### config.mk
export PLATFORM = sky130hd
export DESIGN_NAME = perf_counter_ctrl
export DESIGN_NICKNAME = d
export VERILOG_FILES = /design/src/rtl/perf_counter_ctrl.sv
export SDC_FILE = /design/constraint.sdc
export NUM_CORES = 1
export LEC_CHECK = 0
export CAP_MARGIN = 10
export CORE_MARGIN = 2
export CORE_UTILIZATION = 51
export CTS_BUF_LIST = sky130_fd_sc_hd__clkbuf_2 sky130_fd_sc_hd__clkbuf_4 sky130_fd_sc_hd__clkbuf_8
export CTS_CLUSTER_DIAMETER = 40
export DETAILED_ROUTE_END_ITERATION = 6
export PLACE_DENSITY = 0.7
export SYNTH_ARGS = -nofsm -noshare
export SYNTH_HDL_FRONTEND = slang
export SYNTH_SLANG_ARGS = --single-unit
### constraint.sdc
create_clock -name clk -period 14 [get_ports clk]
set_clock_uncertainty 0.1 [all_clocks]
set_input_delay 2.8 -clock clk [delete_from_list [all_inputs] [get_ports clk]]
set_output_delay 2.8 -clock clk [all_outputs]
set_load 0.02 [all_outputs]
### src/rtl/perf_counter_ctrl.sv
// Bank of rising-edge event counters with a memory-mapped control/status port.
// Handshake: request accepted in IDLE, one-cycle mem_resp, then wait for release.
module perf_counter_ctrl #(
   parameter int unsigned NUM_CTR   = 8,
   parameter int unsigned CTR_WIDTH = 16,
   parameter logic [15:0] BASE_ADDR = 16'hFF00
) (
   input  logic               clk,
   input  logic               rst,
   input  logic [NUM_CTR-1:0] event_in,
   input  logic [15:0]        mem_address,
   input  logic               mem_read,
   input  logic               mem_write,
   input  logic [15:0]        mem_wdata,
   output logic [15:0]        mem_rdata,
   output logic               mem_resp,
   output logic               hit
);

   localparam logic [15:0] CTRL_OFF = 16'(2 * NUM_CTR);
   localparam logic [15:0] STAT_OFF = 16'(2 * NUM_CTR + 2);

   typedef enum logic [1:0] {ST_IDLE, ST_RESP, ST_WAIT} state_t;

   state_t               state_q, state_d;
   logic [CTR_WIDTH-1:0] ctr_q [NUM_CTR];
   logic [CTR_WIDTH-1:0] ctr_d [NUM_CTR];
   logic [NUM_CTR-1:0]   prev_q, prev_d;
   logic [NUM_CTR-1:0]   stat_q, stat_d;
   logic                 en_q, en_d;
   logic [15:0]          rdata_q, rdata_d;

   logic [15:0]          off;
   logic                 is_ctr, is_ctrl, is_stat;
   logic                 accept, do_wr, do_rd, clear_all;
   logic [NUM_CTR-1:0]   inc;
   logic [15:0]          rd_val;

   // An address below BASE wraps to a large offset and so never decodes.
   assign off     = mem_address - BASE_ADDR;
   assign hit     = (off[0] == 1'b0) && (off <= STAT_OFF);
   assign is_ctr  = hit && (off < CTRL_OFF);
   assign is_ctrl = hit && (off == CTRL_OFF);
   assign is_stat = hit && (off == STAT_OFF);

   assign accept    = (state_q == ST_IDLE) && hit && (mem_read || mem_write);
   assign do_wr     = accept && mem_write;
   assign do_rd     = accept && !mem_write;
   assign clear_all = do_wr && is_ctrl && mem_wdata[1];
   assign inc       = event_in & ~prev_q & {NUM_CTR{en_q}};

   assign mem_resp  = (state_q == ST_RESP);
   assign mem_rdata = rdata_q;

   always_comb begin
      prev_d = event_in;
      en_d   = en_q;
      stat_d = stat_q;
      if (do_wr && is_ctrl) en_d = mem_wdata[0];
      if (do_wr && is_stat) stat_d = stat_q & ~mem_wdata[NUM_CTR-1:0];
      // Per counter: clear_all beats a direct write, which beats an edge.
      for (int i = 0; i < NUM_CTR; i++) begin
         ctr_d[i] = ctr_q[i];
         if (clear_all) begin
            ctr_d[i] = '0;
         end else if (do_wr && is_ctr && (off[15:1] == 15'(i))) begin
            ctr_d[i] = mem_wdata[CTR_WIDTH-1:0];
         end else if (inc[i]) begin
            ctr_d[i] = ctr_q[i] + 1'b1;
            if (&ctr_q[i]) stat_d[i] = 1'b1;
         end
      end
      if (clear_all) stat_d = '0;
   end

   always_comb begin
      rd_val = '0;
      if (is_ctrl) rd_val = {15'd0, en_q};
      if (is_stat) rd_val = 16'(stat_q);
      for (int i = 0; i < NUM_CTR; i++) begin
         if (is_ctr && (off[15:1] == 15'(i))) rd_val = 16'(ctr_q[i]);
      end
      rdata_d = do_rd ? rd_val : rdata_q;
   end

   // WAIT holds off a second execution while the requester still asserts its strobe.
   always_comb begin
      state_d = state_q;
      case (state_q)
         ST_IDLE: if (accept) state_d = ST_RESP;
         ST_RESP: state_d = ST_WAIT;
         ST_WAIT: if (!mem_read && !mem_write) state_d = ST_IDLE;
         default: state_d = ST_IDLE;
      endcase
   end

   always_ff @(posedge clk or posedge rst) begin
      if (rst) begin
         state_q <= ST_IDLE;
         prev_q  <= '0;
         stat_q  <= '0;
         en_q    <= 1'b1;
         rdata_q <= '0;
         for (int i = 0; i < NUM_CTR; i++) ctr_q[i] <= '0;
      end else begin
         state_q <= state_d;
         prev_q  <= prev_d;
         stat_q  <= stat_d;
         en_q    <= en_d;
         rdata_q <= rdata_d;
         for (int i = 0; i < NUM_CTR; i++) ctr_q[i] <= ctr_d[i];
      end
   end

endmodule

==> impl_metrics.toml <==
[global_route]
antenna_found_initial = 0
grt_use_total_pct = 29.20
first_global_vias = 8702
grt_max_degree = 89
grt_pass1_wl_mm = 49.57
grt-ovfl-total = 0

[logic_synthesis]
synth-async-reset-ratio_pct = 100.0
synth_ff_type = "dfrtp_1"
yosysWarnings = 0
yosys-top-cells-count = "167 x nor2_1, 162 x dfrtp_1, 133 x mux2i_1, 75 x nand2_1, 75 x xnor2_1"
synth_top_area_share_pct = 37.85
syn_area_mm2 = 0.01071
syn_area_per_cell_um2 = 9.170
syn_nets = 1222
synthCells = 1168
seq_area_frac_synth_pct = 38.10
synth-edff-count = 0
yosys-top-cells-area = "dfrtp_1 38%, mux2i_1 12%, xnor2_1 6.1%"
yosysMostFrequentCell = "nor2_1"
synthDistinctLibCells = 59
ys_ff_latch = 163
yosysTopAreaCell = "dfrtp_1"

[route]
drt-pass1-iter-count = 6
drc_errors = 0
dr.max_layer_used = "met4"
initialDrtViolationCount = 807
antenna_left = 0
route.met2.wl_mm = 14.05
met1_length_mm = 13.95
vias = 9163
routedWlPerCell_um = 21.44
vias_per_cell = 6.233
wl_met3_mm = 2.174
wirelength_mm = 31.52

[cts]
numCtsBuffers = 17
cts_tree = "done"
clock-sinks = 163
cts_resized = 0
clk_latency_ns = 0.47
clock-root-buffer = "clkbuf_8"
cts_setup_buffers = 0
holdBufCountCts = 0
cts_buffer_depth = 2
h-tree-depth = 4
clk_pin_slew_worst_paths_ns = 0.08

[setup_path]
crit_path_frequent_cell = "clkdlybuf4s50_1"
slowest_stage = "a2111oi_0"
cp_cell_sequence = "clkdlybuf4s50_1, ha_1, and2_1, a2111oi_0, nor3_2, nor3_4, clkdlybuf4s50_1"
r2r-start = "state_q[1]"
worst_setup_path_end_kind = "output port"
slowest_delay_ns = 0.78
reg2regPathDepth = 7
crit_fanout = 17
r2r-end = "ctr_q[11]"
rrSetupSlack_ns = 10.71
path_class = "input pin to output port"
crit_path_start_kind = "input pin"
critPathTopFamily = "buffers and inverters"
worstPathBufferInverterCount = 2
required_ns = 11.10
worstPathArrival_ns = 6.22

[sta]
fin_ws_ns = 4.882
setup_viol = 0
tightest_slew_ns = 1.146
slew_headroom_pct = 22.92
hold_ws_ns = 0.3837
finalSetupTns_ns = 0
hold_viol = 0
max_clock_freq_mhz = 109.7
final_max_slew_viol_count = 0
finalCritPeriodShare_pct = 65.13
rsz0062_at_grt = "no"
fin_crit_ns = 9.118

[placed_design]
dpl.hpwl_mm = 22.07
globalplace.congestion = 0.9679
pre_cts_slack_ns = 4.896
port_buffers = 61

[power]
p_sw_share_pct = 24.45
vdd.ir_drop.worst_uv = 66.73
power.leakage_nw = 6.060
pwr-share-comb_pct = 7.1
internal_power_mw = 0.7058
p_seq_share_pct = 50.6
clkPwrFrac_pct = 42.2
p_per_area_mw_per_mm2 = 78.78
finalPower_mw = 0.9342
power_switching_mw = 0.2284

[outcome]
status = "completed"

[floorplanning]
rows = 53
die_w_um = 148.9
fp.coreArea_mm2 = 0.02082
dieArea_mm2 = 0.02218
die_y_um = 148.9
ios = 62
start_util_pct = 51.44

[min_path]
min_from = "mem_rdata[12]"
whs_endpoint = "mem_rdata[12]"
holdPathStages = 2
hold_path_class = "flop to flop"

[cells_and_area]
diodes = 0
layout-drive-gt1-share_pct = 6.527
fill_cells = 1876
fin_util_pct = 56.95
nets = 1236
syn_to_final_growth_pct = 10.71

[job]
maxCapViolations = 0
through the flow:
step	instance area [um2]	cells
floorplan	10710	1168
global placement	11400	1438
detailed placement	11400	1438
CTS	11860	1470
global route	11860	1470
finish	11860	1470
per-layer routing:
metal	vias up	GRT usage (%)
met5	-	0
met2	403	45.16
met4	0	12.38
met1	4466	40.89
met3	84	4.679
li1	4210	-
cell families (layout without fill, tap and decap cells):
kind of cell             count (synthesis)  count (layout)  share of synthesized area [%]
XOR/XNOR                               121             121                          9.895
buffers and inverters                  113             140                          4.766
adder cells (fa/ha/maj)                 10              10                          1.168
AND/OR/NAND/NOR                        465             465                          21.83
AO/OA/AOI/OAI                          141             141                          8.657
multiplexers                           155             155                          15.58
flip-flops                             163             163                          38.10
worst reg2reg max path, delay by kind of cell, from the launching register on:
family                 cells  cell delay, ns
and+or+nand+nor            6            1.84
DFF                        1            0.41
buffers and inverters      1            0.78
flip-flops by register name (all words and copies together) (netlist names):
signal	flops
ctr_q	128
en_q	1
mem_rdata	16
prev_q	8
stat_q	8
state_q	2
final cells by class:
cell class | count | area [um2] | share of cell area [%]
Tap cell | 275 | 344.1 | 2.902
Multi-Input combinational cell | 892 | 6130 | 51.69
Timing Repair Buffer | 77 | 725.7 | 6.120
Inverter | 31 | 121.4 | 1.024
Sequential cell | 163 | 4080 | 34.41
Clock buffer | 21 | 282.8 | 2.385
Clock inverter | 11 | 173.9 | 1.467
how the worst max path moves through the flow:
stage	slack, ns	depth (start not counted)	start	end
floorplan	6.34	7	mem_address[8]	hit
global placement	5.01	7	mem_address[8]	hit
detailed placement	4.90	7	mem_address[8]	hit
CTS	4.91	7	mem_address[8]	hit
global route	4.70	7	mem_address[8]	hit
finish	4.88	7	mem_address[8]	hit
power by group through the flow:
stage / sequential [mW] / combinational (mW) / clock (mW)
after floorplan: 0.483 / 0.0343 / 0
after global placement: 0.482 / 0.0652 / 0
after detailed placement: 0.482 / 0.0657 / 0
after CTS: 0.473 / 0.0659 / 0.399
after global routing: 0.474 / 0.0707 / 0.422
final: 0.473 / 0.0664 / 0.395
placed cells by master (no fill, tap or decap), drive strengths merged, types with 7 or more instances in the layout:
cell           synthesis  layout
xnor2                 75      75
nor4                  22      22
and3                  17      17
clkbuf                43      21
nor2                 167     167
or3                    8       8
o221ai                 7       7
and4                   8       8
nor4b                  8       8
mux4                   8       8
clkdlybuf4s50          0      60
mux2i                133     133
ha                    10      10
nand4                 53      53
dfrtp                162     162
o21ai                 13      13
buf                   39      17
inv                   31      33
nor3                  33      33
and2                   8       8
xor2                  46      46
mux2                  14      14
o22ai                 28      28
o211a                  9       9
nand3                 34      34
and3b                  8       8
nand2                 75      75
a21oi                 47      47
Power figures use the tool's default switching activity.
